**src/rtl/pcnn_seq_controller.sv**
```systemverilog
`default_nettype none
// ============================================================================
// Module   : pcnn_seq_controller
// Purpose  : Load/compute/output sequencer for the PCNN image datapath
// Revision : 1.0
// ============================================================================
module pcnn_seq_controller #(
    parameter int ROWS  = 8,
    parameter int COLS  = 8,
    parameter int KSIZE = 3,
    parameter int ITERS = 4,
    localparam int RW = (ROWS  > 1) ? $clog2(ROWS)  : 1,
    localparam int CW = (COLS  > 1) ? $clog2(COLS)  : 1,
    localparam int KW = (KSIZE > 1) ? $clog2(KSIZE) : 1,
    localparam int IW = (ITERS > 1) ? $clog2(ITERS) : 1
) (
    input  logic          clk,
    input  logic          rst,
    input  logic          go,
    input  logic          abort,
    input  logic          in_valid,
    output logic          in_ready,
    input  logic          out_ready,
    output logic          out_valid,
    output logic          img_we,
    output logic          ker_we,
    output logic [RW-1:0] row,
    output logic [CW-1:0] col,
    output logic [KW-1:0] krow,
    output logic [KW-1:0] kcol,
    output logic          mac_clr,
    output logic          mac_en,
    output logic          res_we,
    output logic          bank,
    output logic [IW-1:0] iter,
    output logic          busy,
    output logic          done
);

    localparam logic [RW-1:0] c_row_last  = RW'(ROWS - 1);
    localparam logic [CW-1:0] c_col_last  = CW'(COLS - 1);
    localparam logic [KW-1:0] c_k_last    = KW'(KSIZE - 1);
    localparam logic [IW-1:0] c_iter_last = IW'(ITERS - 1);

    typedef enum logic [2:0] {
        S_IDLE = 3'd0,
        S_LDI  = 3'd1,
        S_LDK  = 3'd2,
        S_MCLR = 3'd3,
        S_MAC  = 3'd4,
        S_WB   = 3'd5,
        S_OUT  = 3'd6,
        S_DONE = 3'd7
    } state_t;

    state_t r_state;
    logic   r_ld_img;
    logic   r_ld_ker;

    // Load strobes follow the stream directly so a stalled beat writes nothing.
    assign in_ready = r_ld_img | r_ld_ker;
    assign img_we   = r_ld_img & in_valid;
    assign ker_we   = r_ld_ker & in_valid;

    always_ff @(posedge clk or negedge rst) begin
        if (!rst) begin
            r_state   <= S_IDLE;
            r_ld_img  <= 1'b0;
            r_ld_ker  <= 1'b0;
            row       <= '0;
            col       <= '0;
            krow      <= '0;
            kcol      <= '0;
            iter      <= '0;
            bank      <= 1'b0;
            mac_clr   <= 1'b0;
            mac_en    <= 1'b0;
            res_we    <= 1'b0;
            out_valid <= 1'b0;
            busy      <= 1'b0;
            done      <= 1'b0;
        end else if (abort) begin
            r_state   <= S_IDLE;
            r_ld_img  <= 1'b0;
            r_ld_ker  <= 1'b0;
            row       <= '0;
            col       <= '0;
            krow      <= '0;
            kcol      <= '0;
            iter      <= '0;
            bank      <= 1'b0;
            mac_clr   <= 1'b0;
            mac_en    <= 1'b0;
            res_we    <= 1'b0;
            out_valid <= 1'b0;
            busy      <= 1'b0;
            done      <= 1'b0;
        end else begin
            case (r_state)
                S_IDLE: begin
                    if (go) begin
                        r_state  <= S_LDI;
                        r_ld_img <= 1'b1;
                        busy     <= 1'b1;
                    end
                end
                S_LDI: begin
                    if (in_valid) begin
                        if (col == c_col_last) begin
                            col <= '0;
                            if (row == c_row_last) begin
                                row      <= '0;
                                r_ld_img <= 1'b0;
                                r_ld_ker <= 1'b1;
                                r_state  <= S_LDK;
                            end else begin
                                row <= row + 1'b1;
                            end
                        end else begin
                            col <= col + 1'b1;
                        end
                    end
                end
                S_LDK: begin
                    if (in_valid) begin
                        if (kcol == c_k_last) begin
                            kcol <= '0;
                            if (krow == c_k_last) begin
                                krow     <= '0;
                                iter     <= '0;
                                bank     <= 1'b0;
                                r_ld_ker <= 1'b0;
                                mac_clr  <= 1'b1;
                                r_state  <= S_MCLR;
                            end else begin
                                krow <= krow + 1'b1;
                            end
                        end else begin
                            kcol <= kcol + 1'b1;
                        end
                    end
                end
                S_MCLR: begin
                    mac_clr <= 1'b0;
                    mac_en  <= 1'b1;
                    r_state <= S_MAC;
                end
                S_MAC: begin
                    if (kcol == c_k_last) begin
                        kcol <= '0;
                        if (krow == c_k_last) begin
                            krow    <= '0;
                            mac_en  <= 1'b0;
                            res_we  <= 1'b1;
                            r_state <= S_WB;
                        end else begin
                            krow <= krow + 1'b1;
                        end
                    end else begin
                        kcol <= kcol + 1'b1;
                    end
                end
                S_WB: begin
                    res_we <= 1'b0;
                    if (col == c_col_last) begin
                        col <= '0;
                        if (row == c_row_last) begin
                            row <= '0;
                            // Bank is left pointing at the final pass for the output phase.
                            if (iter == c_iter_last) begin
                                out_valid <= 1'b1;
                                r_state   <= S_OUT;
                            end else begin
                                iter    <= iter + 1'b1;
                                bank    <= ~bank;
                                mac_clr <= 1'b1;
                                r_state <= S_MCLR;
                            end
                        end else begin
                            row     <= row + 1'b1;
                            mac_clr <= 1'b1;
                            r_state <= S_MCLR;
                        end
                    end else begin
                        col     <= col + 1'b1;
                        mac_clr <= 1'b1;
                        r_state <= S_MCLR;
                    end
                end
                S_OUT: begin
                    if (out_ready) begin
                        if (col == c_col_last) begin
                            col <= '0;
                            if (row == c_row_last) begin
                                row       <= '0;
                                out_valid <= 1'b0;
                                done      <= 1'b1;
                                r_state   <= S_DONE;
                            end else begin
                                row <= row + 1'b1;
                            end
                        end else begin
                            col <= col + 1'b1;
                        end
                    end
                end
                S_DONE: begin
                    done    <= 1'b0;
                    busy    <= 1'b0;
                    iter    <= '0;
                    bank    <= 1'b0;
                    r_state <= S_IDLE;
                end
                default: begin
                    r_state <= S_IDLE;
                end
            endcase
        end
    end

endmodule
`default_nettype wire

```
**config.mk**
```make
export PLATFORM = sky130hd
export DESIGN_NAME = pcnn_seq_controller
export DESIGN_NICKNAME = d
export VERILOG_FILES = /design/src/rtl/pcnn_seq_controller.sv
export SDC_FILE = /design/constraint.sdc
export NUM_CORES = 1
export LEC_CHECK = 0
export ABC_AREA = 1
export CORE_AREA = 2 2 57 59
export CTS_CLUSTER_SIZE = 14
export DETAILED_ROUTE_END_ITERATION = 8
export DIE_AREA = 0 0 59 61
export PLACE_DENSITY = 0.89
export RECOVER_POWER = 25
export REMOVE_ABC_BUFFERS = 1
export SLEW_MARGIN = 5
export SYNTH_ARGS = -nofsm -noshare
export SYNTH_HDL_FRONTEND = slang
export SYNTH_SLANG_ARGS = --single-unit
```
**constraint.sdc**
```tcl
create_clock -name clk -period 4.1 [get_ports clk]
set_clock_uncertainty 0.1 [all_clocks]
set_input_delay 0.41 -clock clk [delete_from_list [all_inputs] [get_ports clk]]
set_output_delay 0.41 -clock clk [all_outputs]
set_load 0.005 [all_outputs]
```
**Yosys cells after proc, flatten, opt, wreduce, memory -nomap -nowiden**

Index checks and enable logic that the tools add are counted.

- Register bits: 24
- Bits of input ports: 6
- Output and inout port bits: 22
- Logic and storage cells: 164

- Add/sub/neg operators: 5
- Eq/ne operators: 29
- Mux-type cells: 87
- Bitwise gates (word level): 4
- Reductions and logical operators: 24

Operators by type and width:

| operator | number |
|---|---|
| $mux W3 | 25 |
| $ne A3 B3 Y1 const B | 16 |
| $mux W1 | 33 |
| $mux W2 | 14 |
| $pmux W3 S8 | 1 |
| $reduce_bool A3 Y1 | 8 |
| $reduce_and A7 Y1 | 3 |
| $eq A3 B3 Y1 const B | 6 |
| $pmux W3 S3 | 2 |
| $pmux W1 S2 | 7 |
| $reduce_and A12 Y1 | 1 |
| $reduce_bool A4 Y1 | 3 |
| $reduce_and A5 Y1 | 2 |
| $reduce_and A3 Y1 | 3 |
| $pmux W2 S2 | 2 |
| $add A2 B1 Y2 const B | 3 |
| $add A3 B1 Y3 const B | 2 |
| $eq A2 B2 Y1 const B | 3 |
| $eq A3 B2 Y1 const B | 2 |
| $pmux W1 S3 | 2 |
| $pmux W2 S3 | 1 |
| $ne A5 B5 Y1 const B | 1 |
| $reduce_and A2 Y1 | 2 |
| $reduce_and A4 Y1 | 1 |
| 5 further kinds | 6 |

**Longest topological paths before layout**

Gate-level depths: netlist of the first run.

- Depth after elaboration: 6
- Depth in mapped cells: 10
- Mapped depth without buffers: 10

**Worst setup path after synthesis of the first run**

No wires, ideal clock.

- Kind: register to register
- Start: register col[0]
- End: register r_state[0]
- Library setup time: 118 ps
- Data arrival time: 1,384 ps
- Data required time: 3,882 ps
- Setup slack: 2,498 ps
- Stages on the path, launching flop included: 9
- Path buffers: 0
- Period minus slack after synthesis: 1,602 ps
- Cells stage by stage: dfrtp_1 ha_1 ha_1 a21oi_1 nand2_1 inv_1 nor2_4 nand4_1 nand2_1

- Word-level cells in the longest chain between the ends: 4
- Elaborated cells on any way between the ends: 7
- Classes of those cells: 3 x eq/ne; 3 x mux; 1 x reduce/logical

Ends and longest elaborated chain:

| element | line | source |
|---|---|---|
| start, declared | 28 | `output logic [CW-1:0] col,` |
| start signal, assigned | 120 | `col <= col + 1'b1;` |
| start signal, assigned | 185 | `col <= col + 1'b1;` |
| start signal, assigned | 203 | `col <= col + 1'b1;` |
| $eq A3 B3 Y1 (*) | 109, 165, 192 |  |
| $mux W3 | 165 | `if (col == c_col_last) begin` |
| $pmux W3 S8 | 99 | `case (r_state)` |
| $mux W3 | 82 | `end else if (abort) begin` |
| end signal, assigned | 83 | `r_state <= S_IDLE;` |
| end signal, assigned | 102 | `r_state <= S_LDI;` |
| end signal, assigned | 115 | `r_state <= S_LDK;` |
| end, declared | 56 | `state_t r_state;` |

Every way passes the cells marked *; elsewhere a longest branch is shown, timed or not.
A chain may end at the register's enable or synchronous reset.

**Worst setup path after layout of the first run**

- Start: input port abort
- End: register row[0]

- Word-level cells in the longest chain between the ends: 2
- Elaborated cells on any way between the ends: 5
- Classes of those cells: 2 x eq/ne; 1 x mux; 2 x reduce/logical

Ends and longest elaborated chain:

| element | line | source |
|---|---|---|
| start, declared | 20 | `input logic abort,` |
| $ne A3 B3 Y1 (no source line) / $reduce_bool A4 Y1 (equally long branches) | -- |  |
| $reduce_and A3 Y1 (no source line) | -- |  |
| end signal, assigned | 117 | `row <= row + 1'b1;` |
| end signal, assigned | 180 | `row <= row + 1'b1;` |
| end signal, assigned | 200 | `row <= row + 1'b1;` |
| end, declared | 27 | `output logic [RW-1:0] row,` |

Several ways; a longest one is shown, not always the timed one.

==> metrics.md, run 1 <==
| Metric | Value |
|---|---|
| Fmax | `479 MHz` |
| Max-cap violations | `0` |
| Total gr overflow | `0` |
| Slew Viols, Final | `0` |
| # setup viols final | `0` |
| Die Wd | `about 59 microns` |
| CP Max Fanout | `18` |
| Final WL | `3490 microns` |
| Hold depth | `2` |
| Final instance area | `a little under 2000 sq um` |
| Fin crit period | `between 2000 and 2500 ps` |
| Max stage delay on crit path | `~900 ps` |
| Post_cts resized | `0` |
| Post-synth top area share | `0.366` |
| Syn Area/Cell | `~7.5 sq um` |
| Reg2reg path depth | `10` |
| Min-delay worst type | `reg2reg` |
| CTS tree | `built` |
| Vias | `around 1500` |
| Peak VDD IR | `0.347 mV` |
| Crit end category | `flip-flop` |
| Floorplan row count | `20` |
| Most common library cell in the layout ignoring fill and taps | `nand2_1` |
| CTS Sinks | `24` |
| Worst-path cell chain | `clkdlybuf4s50_1 -> inv_4 -> nand2_2 -> nor2_2 -> nor3_4 -> inv_2 -> nand2_1 -> o21ai_1` |
| Area growth, synth to finish | `19.6%` |
| Worst R2R Setup Slack | `~2300 ps` |
| Drt first pass iters | `4` |
| Distinct cell type count after synthesis | `26` |
| Post-detail-place hpwl | `roughly 2700 microns` |
| Leak | `1.05 nW` |
| Final core utilization | `0.666` |
| Met2 wire length | `about 1700 microns` |
| H-tree levels | `1` |
| N_diodes | `0` |
| R2R Path End | `row[0]$_DFFE_PN0P_` |
| FF-to-FF Start | `r_state[0]$_DFFE_PN0P_` |
| Fin crit share | `0.510` |
| GRT Resource Usage Total | `0.216` |
| TritonCTS Buffers | `3` |
| Vias in the first global route | `roughly 1400` |
| Hold-fix buffers at CTS | `0` |
| Metal3 WL | `132 microns` |
| Vias/cell | `roughly 5.3` |
| Post-DRT Antenna Nets | `0` |
| 1st-iter DRT viols | `52` |
| Total Power | `1.13 mW` |
| Initial antenna violation count | `0` |
| DR WL/cell | `about 12 microns` |
| Wl on met1 | `roughly 1600 microns` |
| Postcts setup bufs | `0` |
| Core Region | `2950 sq um` |
| Outcome | `completed` |
| Relative slew margins | `0.293` |
| DRC viols | `0` |
| Top cells by area, synth | `dfrtp_1 (37%), nand2_1 (13%), ha_1 (8.4%)` |
| CP startpoint kind | `input port` |
| Clock slew at reported path FFs | `140 ps` |
| FF+latch count, synth | `24` |
| Most frequent cells in the layout | `nand2_1 (57), clkdlybuf4s50_1 (26), dfrtp_1 (24)` |
| Crit path from | `abort` |
| Highest routed layer | `met4` |
| Clk_lat worst skew | `roughly 320 ps` |
| Crit path to | `row[0]$_DFFE_PN0P_` |
| Buf/Inv on CP | `3` |
| Placed inst area | `approximately 1900 sq um` |
| Clock buffer depth | `2` |
| Die area | `roughly 3600 sq um` |
| Crit path max-delay cell type | `clkdlybuf4s50_1` |
| Port-buffer cells | `27` |
| Critical path class | `in2reg` |
| Yosys warns | `0` |
| Slew @ Worst Pin | `~1100 ps` |
| Post-synth top area cell | `dfrtp_1` |
| Initial Utilization | `0.556` |
| Critical path depth | `8` |
| GPL Wtd Cong | `0.951` |
| TNS Setup | `0 ps` |
| Die height | `61 microns` |
| Kind of cell adding the most delay to the critical path | `buffers and inverters` |
| Share of layout cells above drive strength 1 | `0.150` |
| Largest net degree at the start of global routing | `25` |
| Syn Inst Count | `220` |
| P per Cell Area | `574 nW/um^2` |
| First-pass GRT wire length | `between 5000 and 6000 microns` |
| Final Hold Viols | `0` |
| CTS Root Buffer Type | `clkbuf_4` |
| Fin nets | `about 270` |
| Crit path DAT | `2210 ps` |
| Sequential area share after synthesis | `0.366` |
| RSZ-0062 raised after global routing | `no` |
| WP data required | `~4200 ps` |
| Ports | `28` |
| Mapped Area | `around 1600 sq um` |
worst register-to-register path: cells and delay by family, from the launching register on:
kind / cells / cell delay [ps]
adders and majority gates: 1 / 270
and+or+nand+nor: 5 / 620
buffers and inverters: 3 / 230
AOI/OAI and AO/OA: 1 / 60
DFF: 1 / 460
report_power, final:
part | switching (mW) | leakage [nW] | total (mW) | internal, mW
clock | 0.0771 | 0.0279 | 0.176 | 0.0989
combinational | 0.295 | 0.711 | 0.557 | 0.262
sequential | 0.0822 | 0.315 | 0.395 | 0.313
how the worst min path moves through the flow:
stage,start,to,slack [ps]
floorplan,rst,bank$_DFFE_PN0P_,10
global placement,mac_clr$_DFFE_PN0P_,mac_clr$_DFFE_PN0P_,380
detailed placement,bank$_DFFE_PN0P_,bank$_DFFE_PN0P_,390
CTS,bank$_DFFE_PN0P_,bank$_DFFE_PN0P_,420
global route,mac_clr$_DFFE_PN0P_,mac_clr$_DFFE_PN0P_,450
finish,iter[1]$_DFFE_PN0P_,iter[1]$_DFFE_PN0P_,420
flip-flops by register name (all words and copies together) (netlist names), 2 cells and up:
register	count
krow	2
kcol	2
row	3
iter	2
r_state	3
col	3
final cells by class:
type                       count  area, sq um
fill                         268          987
tap                           33         41.3
multi-input combinational    168          908
timing repair buffer          27          270
inverter                      24         92.6
clock inverter                 1         30.0
sequential                    24          601
clock buffer                   3         22.5
metal layers:
layer | global-route usage | vias to the layer above
li1 | - | 767
met1 | 0.272 | 682
met2 | 0.383 | 32
met3 | 0.0256 | 7
met4 | 0.0812 | 0
met5 | 0 | -
logic make-up (layout without fill, tap and decap cells):
| logic type | count (synthesis) | in the layout | synth area share |
|---|---|---|---|
| adders and majority gates | 11 | 11 | 0.0838 |
| AOI/OAI and AO/OA | 30 | 30 | 0.0967 |
| DFF | 24 | 24 | 0.366 |
| buffers and inverters | 28 | 55 | 0.0815 |
| and+or+nand+nor | 127 | 127 | 0.372 |
cell usage after synthesis, drive strengths merged:
| master | instances |
|---|---|
| nand2 | 69 |
| nor2 | 33 |
| dfrtp | 24 |
| inv | 24 |
| o21ai | 20 |
| nand3 | 15 |
| ha | 11 |
| a21oi | 6 |
| nand4 | 5 |
| buf | 4 |
| nor3 | 3 |
| o21a | 2 |
| nand3b | 1 |
| o22ai | 1 |
| o31ai | 1 |
| or2 | 1 |
through the flow:
step / hold WS (ps) / setup WS, ps / cells
after floorplan: 14.4 / 2490 / 216
after global placement: 381 / 1720 / 276
after detailed placement: 388 / 1690 / 276
after CTS: 420 / 2050 / 280
after global routing: 448 / 1900 / 280
final: 416 / 2010 / 280
No activity file was read; power rests on OpenSTA's default activity.
==> inputs of run 2 (changes only) <==
Settings changed: CORE_AREA 2 2 57 59 to 2 2 62 64, DIE_AREA 0 0 59 61 to 0 0 64 66, PLACE_DENSITY 0.89 to 0.8.
Clock period 4.1 ns to 1.67 ns, I/O delays scaled along.
==> metrics.md, run 2 (same netlist as run 1, synthesis figures left out) <==
| Metric | Value |
|---|---|
| GPL Wtd Cong | `0.910 (-4.3%)` |
| TritonCTS Buffers | `3 (unchanged)` |
| Clock slew at reported path FFs | `150 ps (about the same)` |
| Die height | `66 microns (+8.2%)` |
| Vias in the first global route | `1503 (+7.2%)` |
| 1st-iter DRT viols | `74 (+42%)` |
| Biggest regs | `col (3), r_state (3), row (3)` |
| Largest net degree at the start of global routing | `25 (unchanged)` |
| DR WL/cell | `13.3 microns (+6.6%)` |
| Fin worst setup slack | `-63.0 ps (-2070 ps)` |
| CP startpoint kind | `flip-flop` |
| Non-Filler Instances | `330 (+18%)` |
| FF-to-FF Start | `col[0]$_DFFE_PN0P_` |
| CTS Root Buffer Type | `clkbuf_4` |
| CTS Sinks | `24 (unchanged)` |
| Slew Viols, Final | `0 (unchanged)` |
| H-tree levels | `1 (unchanged)` |
| Critical path class | `reg2reg` |
| Post-detail-place hpwl | `2970 microns (+10%)` |
| TNS Setup | `-63.0 ps (-63.0 ps)` |
| Fin nets | `300 (+13%)` |
| Initial Utilization | `0.463 (-0.0937)` |
| DRC viols | `0 (unchanged)` |
| Most common library cell in the layout ignoring fill and taps | `nand2_1` |
| # setup viols final | `1 (+1)` |
| Initial antenna violation count | `0 (unchanged)` |
| Crit path DAT | `1870 ps (-340 ps)` |
| P per Cell Area | `1340 nW/um^2 (+130%)` |
| Crit path to | `row[0]$_DFFE_PN0P_` |
| Final WL | `4380 microns (+26%)` |
| First-pass GRT wire length | `6610 microns (+12%)` |
| Die area | `4220 sq um (+17%)` |
| Total gr overflow | `0 (unchanged)` |
| Clk_lat worst skew | `330 ps (about the same)` |
| RSZ-0062 raised after global routing | `yes` |
| Dpl ws | `-86.9 ps (-1780 ps)` |
| CP Max Fanout | `4 (-14)` |
| Reg2reg path depth | `9 (-1)` |
| Peak VDD IR | `0.745 mV (+110%)` |
| Leak | `1.30 nW (+23%)` |
| Clock buffer depth | `2 (unchanged)` |
| Share of layout cells above drive strength 1 | `0.365 (+0.215)` |
| Most frequent cells in the layout | `nand2_1 (48), buf_4 (32), dfrtp_1 (22), clkdlybuf4s50_1 (22), nor2_1 (19)` |
| Relative slew margins | `0.598 (+0.305)` |
| Fin crit share | `1.04` |
| Final Hold Viols | `0 (unchanged)` |
| R2R Path End | `row[0]$_DFFE_PN0P_` |
| Slew @ Worst Pin | `603 ps (-454 ps)` |
| Vias | `1672 (+12%)` |
| Floorplan row count | `22 (+10%)` |
| Ports | `28 (unchanged)` |
| Core Region | `3550 sq um (+20%)` |
| Crit path from | `col[0]$_DFFE_PN0P_` |
| Crit end category | `flip-flop` |
| Area growth, synth to finish | `48.1%` |
| Min-delay worst type | `in2async` |
| WHS | `246 ps (-170 ps)` |
| GRT Resource Usage Total | `0.202 (-0.0147)` |
| Post-DRT Antenna Nets | `0 (unchanged)` |
| Worst R2R Setup Slack | `-60 ps (-2310 ps)` |
| N_diodes | `0 (unchanged)` |
| Outcome | `finished, violations left` |
| WP data required | `1800 ps (-2420 ps)` |
| Port-buffer cells | `27 (unchanged)` |
| Fmax | `around 580 MHz` |
| Fin crit period | `roughly 1700 ps` |
| Max-cap violations | `0 (unchanged)` |
| Drt first pass iters | `4 (unchanged)` |
| CTS tree | `built` |
| Failing checks | `setup timing` |
| Vias/cell | `5.07 (-4.7%)` |
| Dpl cells | `319 (+16%)` |
| Die Wd | `64 microns (+8.5%)` |
-- run 2: changes by cell type in the layout (fill, tap and decap cells not counted), sizes merged --
cell           before  now
buf                 0   34
clkdlybuf4s50      26   22
dlygate4sd2         0    2
dlymetal6s2s        0    2
clkbuf              3    4
-- run 2: layer usage --
metal	part of all wire	track usage
met5	0	0
met2	0.52	0.371
met3	0.042	0.0358
met4	0.026	0.0516
met1	0.41	0.242
-- run 2: final cells by class --
cell class,instances,area [sq um]
Clock buffer,3,22.5
Clock inverter,1,30.0
Fill cell,269,1120
Inverter,24,95.1
Multi-Input combinational cell,168,1080
Sequential cell,24,603
Tap cell,48,60.1
Timing Repair Buffer,62,541
-- run 2: metrics by stage --
step	total power, mW	area (sq um)	utilization
after floorplan	1.80	1600	-
after CTS	3.07	2270	0.640
after detailed placement	2.54	2140	0.603
after global placement	2.50	2140	0.603
after global routing	3.53	2430	0.685
final	3.27	2430	0.685
-- run 2: worst min-delay path by stage --
stage	to	cells after the start	slack (ps)	startpoint
after global placement	mac_clr$_DFFE_PN0P_	2	370	mac_clr$_DFFE_PN0P_
after global routing	krow[1]$_DFFE_PN0P_	2	320	rst
after CTS	krow[1]$_DFFE_PN0P_	2	90	rst
final	col[0]$_DFFE_PN0P_	2	250	rst
after floorplan	bank$_DFFE_PN0P_	0	-230	rst
after detailed placement	out_valid$_DFFE_PN0P_	2	390	out_valid$_DFFE_PN0P_
-- run 2: repair_timing --
action	in CTS	in global routing
resized for setup	16	39
hold buffers	0	0
pin swaps	6	11
buffers inserted	4	3
endpoints found under the hold margin	0	0
endpoints found under the setup margin	21	20
-- run 2: critical path: stages, from the launching register on --
cell,delay (ps)
dfrtp_1,420
ha_4,160
ha_4,160
buf_6,100
nor2_4,40
buf_4,140
nor3_4,250
inv_2,90
nand2_1,90
o21ai_1,80
-- run 2: power by group --
group | leakage, nW | switching (mW) | total [mW] | internal [mW]
registers | 0.313 | 0.200 | 0.971 | 0.772
logic | 0.958 | 0.933 | 1.85 | 0.921
clock network | 0.0279 | 0.198 | 0.441 | 0.243
total | 1.30 | 1.33 | 3.27 | 1.94
==> inputs of run 3 (changes only) <==
Settings changed: CORE_AREA 2 2 62 64 to 4 4 64 66, DIE_AREA 0 0 64 66 to 0 0 68 70.
==> metrics.md, run 3 (same netlist as run 1, synthesis figures left out) <==
| Metric | Value |
|---|---|
| Fin crit share | `0.982 (-0.0561)` |
| Largest net degree at the start of global routing | `25 (unchanged)` |
| Sw Share | `0.412 (+0.00398)` |
| Die height | `70 microns (+6.1%)` |
| Final Hold Viols | `0 (unchanged)` |
| Vias | `1595 (-4.6%)` |
| Total gr overflow | `0 (unchanged)` |
| Slew @ Worst Pin | `626 ps (+22.5 ps)` |
| Min-delay worst type | `in2async` |
| Worst-path cell chain | `ha_1 -> buf_4 -> ha_1 -> nand3_1 -> nor2_1 -> a21oi_1 -> nand2_1 -> nand2_1 -> o21ai_1` |
| Core Region | `3580 sq um (+0.78%)` |
| Switching pwr | `1.23 mW (-7.8%)` |
| Port-buffer cells | `27 (unchanged)` |
| Crit path max-delay cell type | `dfrtp_1` |
| Post-detail-place hpwl | `3020 microns (+1.8%)` |
| Vias in the first global route | `1530 (+1.8%)` |
| Die area | `4760 sq um (+13%)` |
| Relative slew margins | `0.583 (-0.0150)` |
| GPL Wtd Cong | `0.845 (-7.1%)` |
| Int Pwr | `1.76 mW (-9.3%)` |
| Clock buffer depth | `2 (unchanged)` |
| Share of layout cells above drive strength 1 | `0.301 (-0.0645)` |
| Clk_lat worst skew | `320 ps (about the same)` |
| Final WL | `3990 microns (-8.9%)` |
| Die Wd | `68 microns (+6.3%)` |
| CTS Sinks | `24 (unchanged)` |
| Final instance area | `2290 sq um (-5.9%)` |
| Max stage delay on crit path | `420 ps (about the same)` |
| Vias/cell | `4.92 (-2.8%)` |
| Fin nets | `294 (-2.0%)` |
| Most frequent cells in the layout | `nand2_1 (56), buf_4 (28), clkdlybuf4s50_1 (24)` |
| Clock power share | `0.105 (-0.030)` |
| Buf/Inv on CP | `1 (-2)` |
| Most common library cell in the layout ignoring fill and taps | `nand2_1` |
| TritonCTS Buffers | `3 (unchanged)` |
| DR WL/cell | `12.3 microns (-7.2%)` |
| DRC viols | `0 (unchanged)` |
| # setup viols final | `0 (-1)` |
| CTS Root Buffer Type | `clkbuf_4` |
| Crit path DAT | `1760 ps (-110 ps)` |
| Drt first pass iters | `4 (unchanged)` |
| Placed inst area | `2130 sq um (-0.35%)` |
| First-pass GRT wire length | `6690 microns (+1.1%)` |
| Fmax | `610 MHz (+5.7%)` |
| P per Cell Area | `1300 nW/um^2 (-3.0%)` |
| CTS tree | `built` |
| Fin crit period | `1640 ps (-93.7 ps)` |
| Crit end category | `flip-flop` |
| Floorplan row count | `22 (unchanged)` |
| Filler cell count | `289 (+7.4%)` |
| Leak | `1.22 nW (-6.0%)` |
| 1st-iter DRT viols | `64 (-14%)` |
| Ports | `28 (unchanged)` |
| Slew Viols, Final | `0 (unchanged)` |
| Clock slew at reported path FFs | `140 ps (about the same)` |
| CP Max Fanout | `2 (-2)` |
| Kind of cell adding the most delay to the critical path | `flip-flops` |
| N_diodes | `0 (unchanged)` |
| Post-DRT Antenna Nets | `0 (unchanged)` |
| Area growth, synth to finish | `39.5%` |
| RSZ-0062 raised after global routing | `yes` |
| Outcome | `completed` |
| Combinational Power Share | `0.566 (-0.002)` |
| Critical path class | `reg2reg` |
| TNS Setup | `0 ps (+63.0 ps)` |
| WP data required | `1790 ps (about the same)` |
| GRT Resource Usage Total | `0.179 (-0.0231)` |
| Max-cap violations | `0 (unchanged)` |
| Initial antenna violation count | `0 (unchanged)` |
| Reg power frac | `0.329 (+0.032)` |
| Peak VDD IR | `0.819 mV (+10%)` |
| Biggest regs | `col (3), r_state (3), row (3)` |
| Initial Utilization | `0.459 (-0.00356)` |
| H-tree levels | `1 (unchanged)` |
| CP startpoint kind | `flip-flop` |
[run 3: final timing paths]
check	from	to	slack [ps]	depth (start not counted)
max in group asynchronous	rst	r_state[0]$_DFFE_PN0P_	750	2
worst max-delay path	col[0]$_DFFE_PN0P_	mac_clr$_DFFE_PN0P_	30	9
worst min register to register	bank$_DFFE_PN0P_	bank$_DFFE_PN0P_	430	2
worst max register to register	col[0]$_DFFE_PN0P_	mac_clr$_DFFE_PN0P_	30	9
worst min-delay path	rst	done$_DFFE_PN0P_	270	2
min in group clk	bank$_DFFE_PN0P_	bank$_DFFE_PN0P_	430	2
[run 3: per-stage QoR]
stage	utilization	setup WS (ps)	hold WS (ps)	std cells	power, mW
after floorplan	-	56.2	-229	216	1.80
after global placement	0.597	-48.9	383	318	2.49
after detailed placement	0.597	-71.3	393	318	2.55
after CTS	0.627	-2.66	98.4	324	2.97
after global routing	0.640	-73.8	323	324	3.25
final	0.640	30.6	272	324	2.98
[run 3: cell type report]
class,count,area [sq um],share of cell area
well taps,48,60.1,0.0262
inverters,24,92.6,0.0404
flip-flops and latches,24,604,0.264
repair buffers,56,487,0.212
clock buffers,4,36.3,0.0158
multi-input cells,168,1010,0.441
[run 3: what timing repair did]
item | CTS | global route
setup buffers | 2 | 0
hold buffers | 0 | 0
resized for setup | 18 | 15
setup endpoints to repair | 20 | 23
pin swaps | 3 | 4
[run 3: routing by layer]
layer	up-vias	track usage	share of wire
li1	823	-	-
met1	729	0.243	0.47
met2	41	0.293	0.48
met3	2	0.0418	0.048
met4	0	0.0199	0.0048
met5	-	0	0
[run 3: power groups by stage]
| stage | clock [mW] | sequential [mW] | combinational [mW] |
|---|---|---|---|
| final | 0.314 | 0.981 | 1.69 |
| after global routing | 0.345 | 1.01 | 1.90 |
| after CTS | 0.330 | 0.968 | 1.67 |
| after detailed placement | 0 | 0.964 | 1.59 |
| after global placement | 0 | 0.953 | 1.54 |
| after floorplan | 0 | 0.955 | 0.849 |
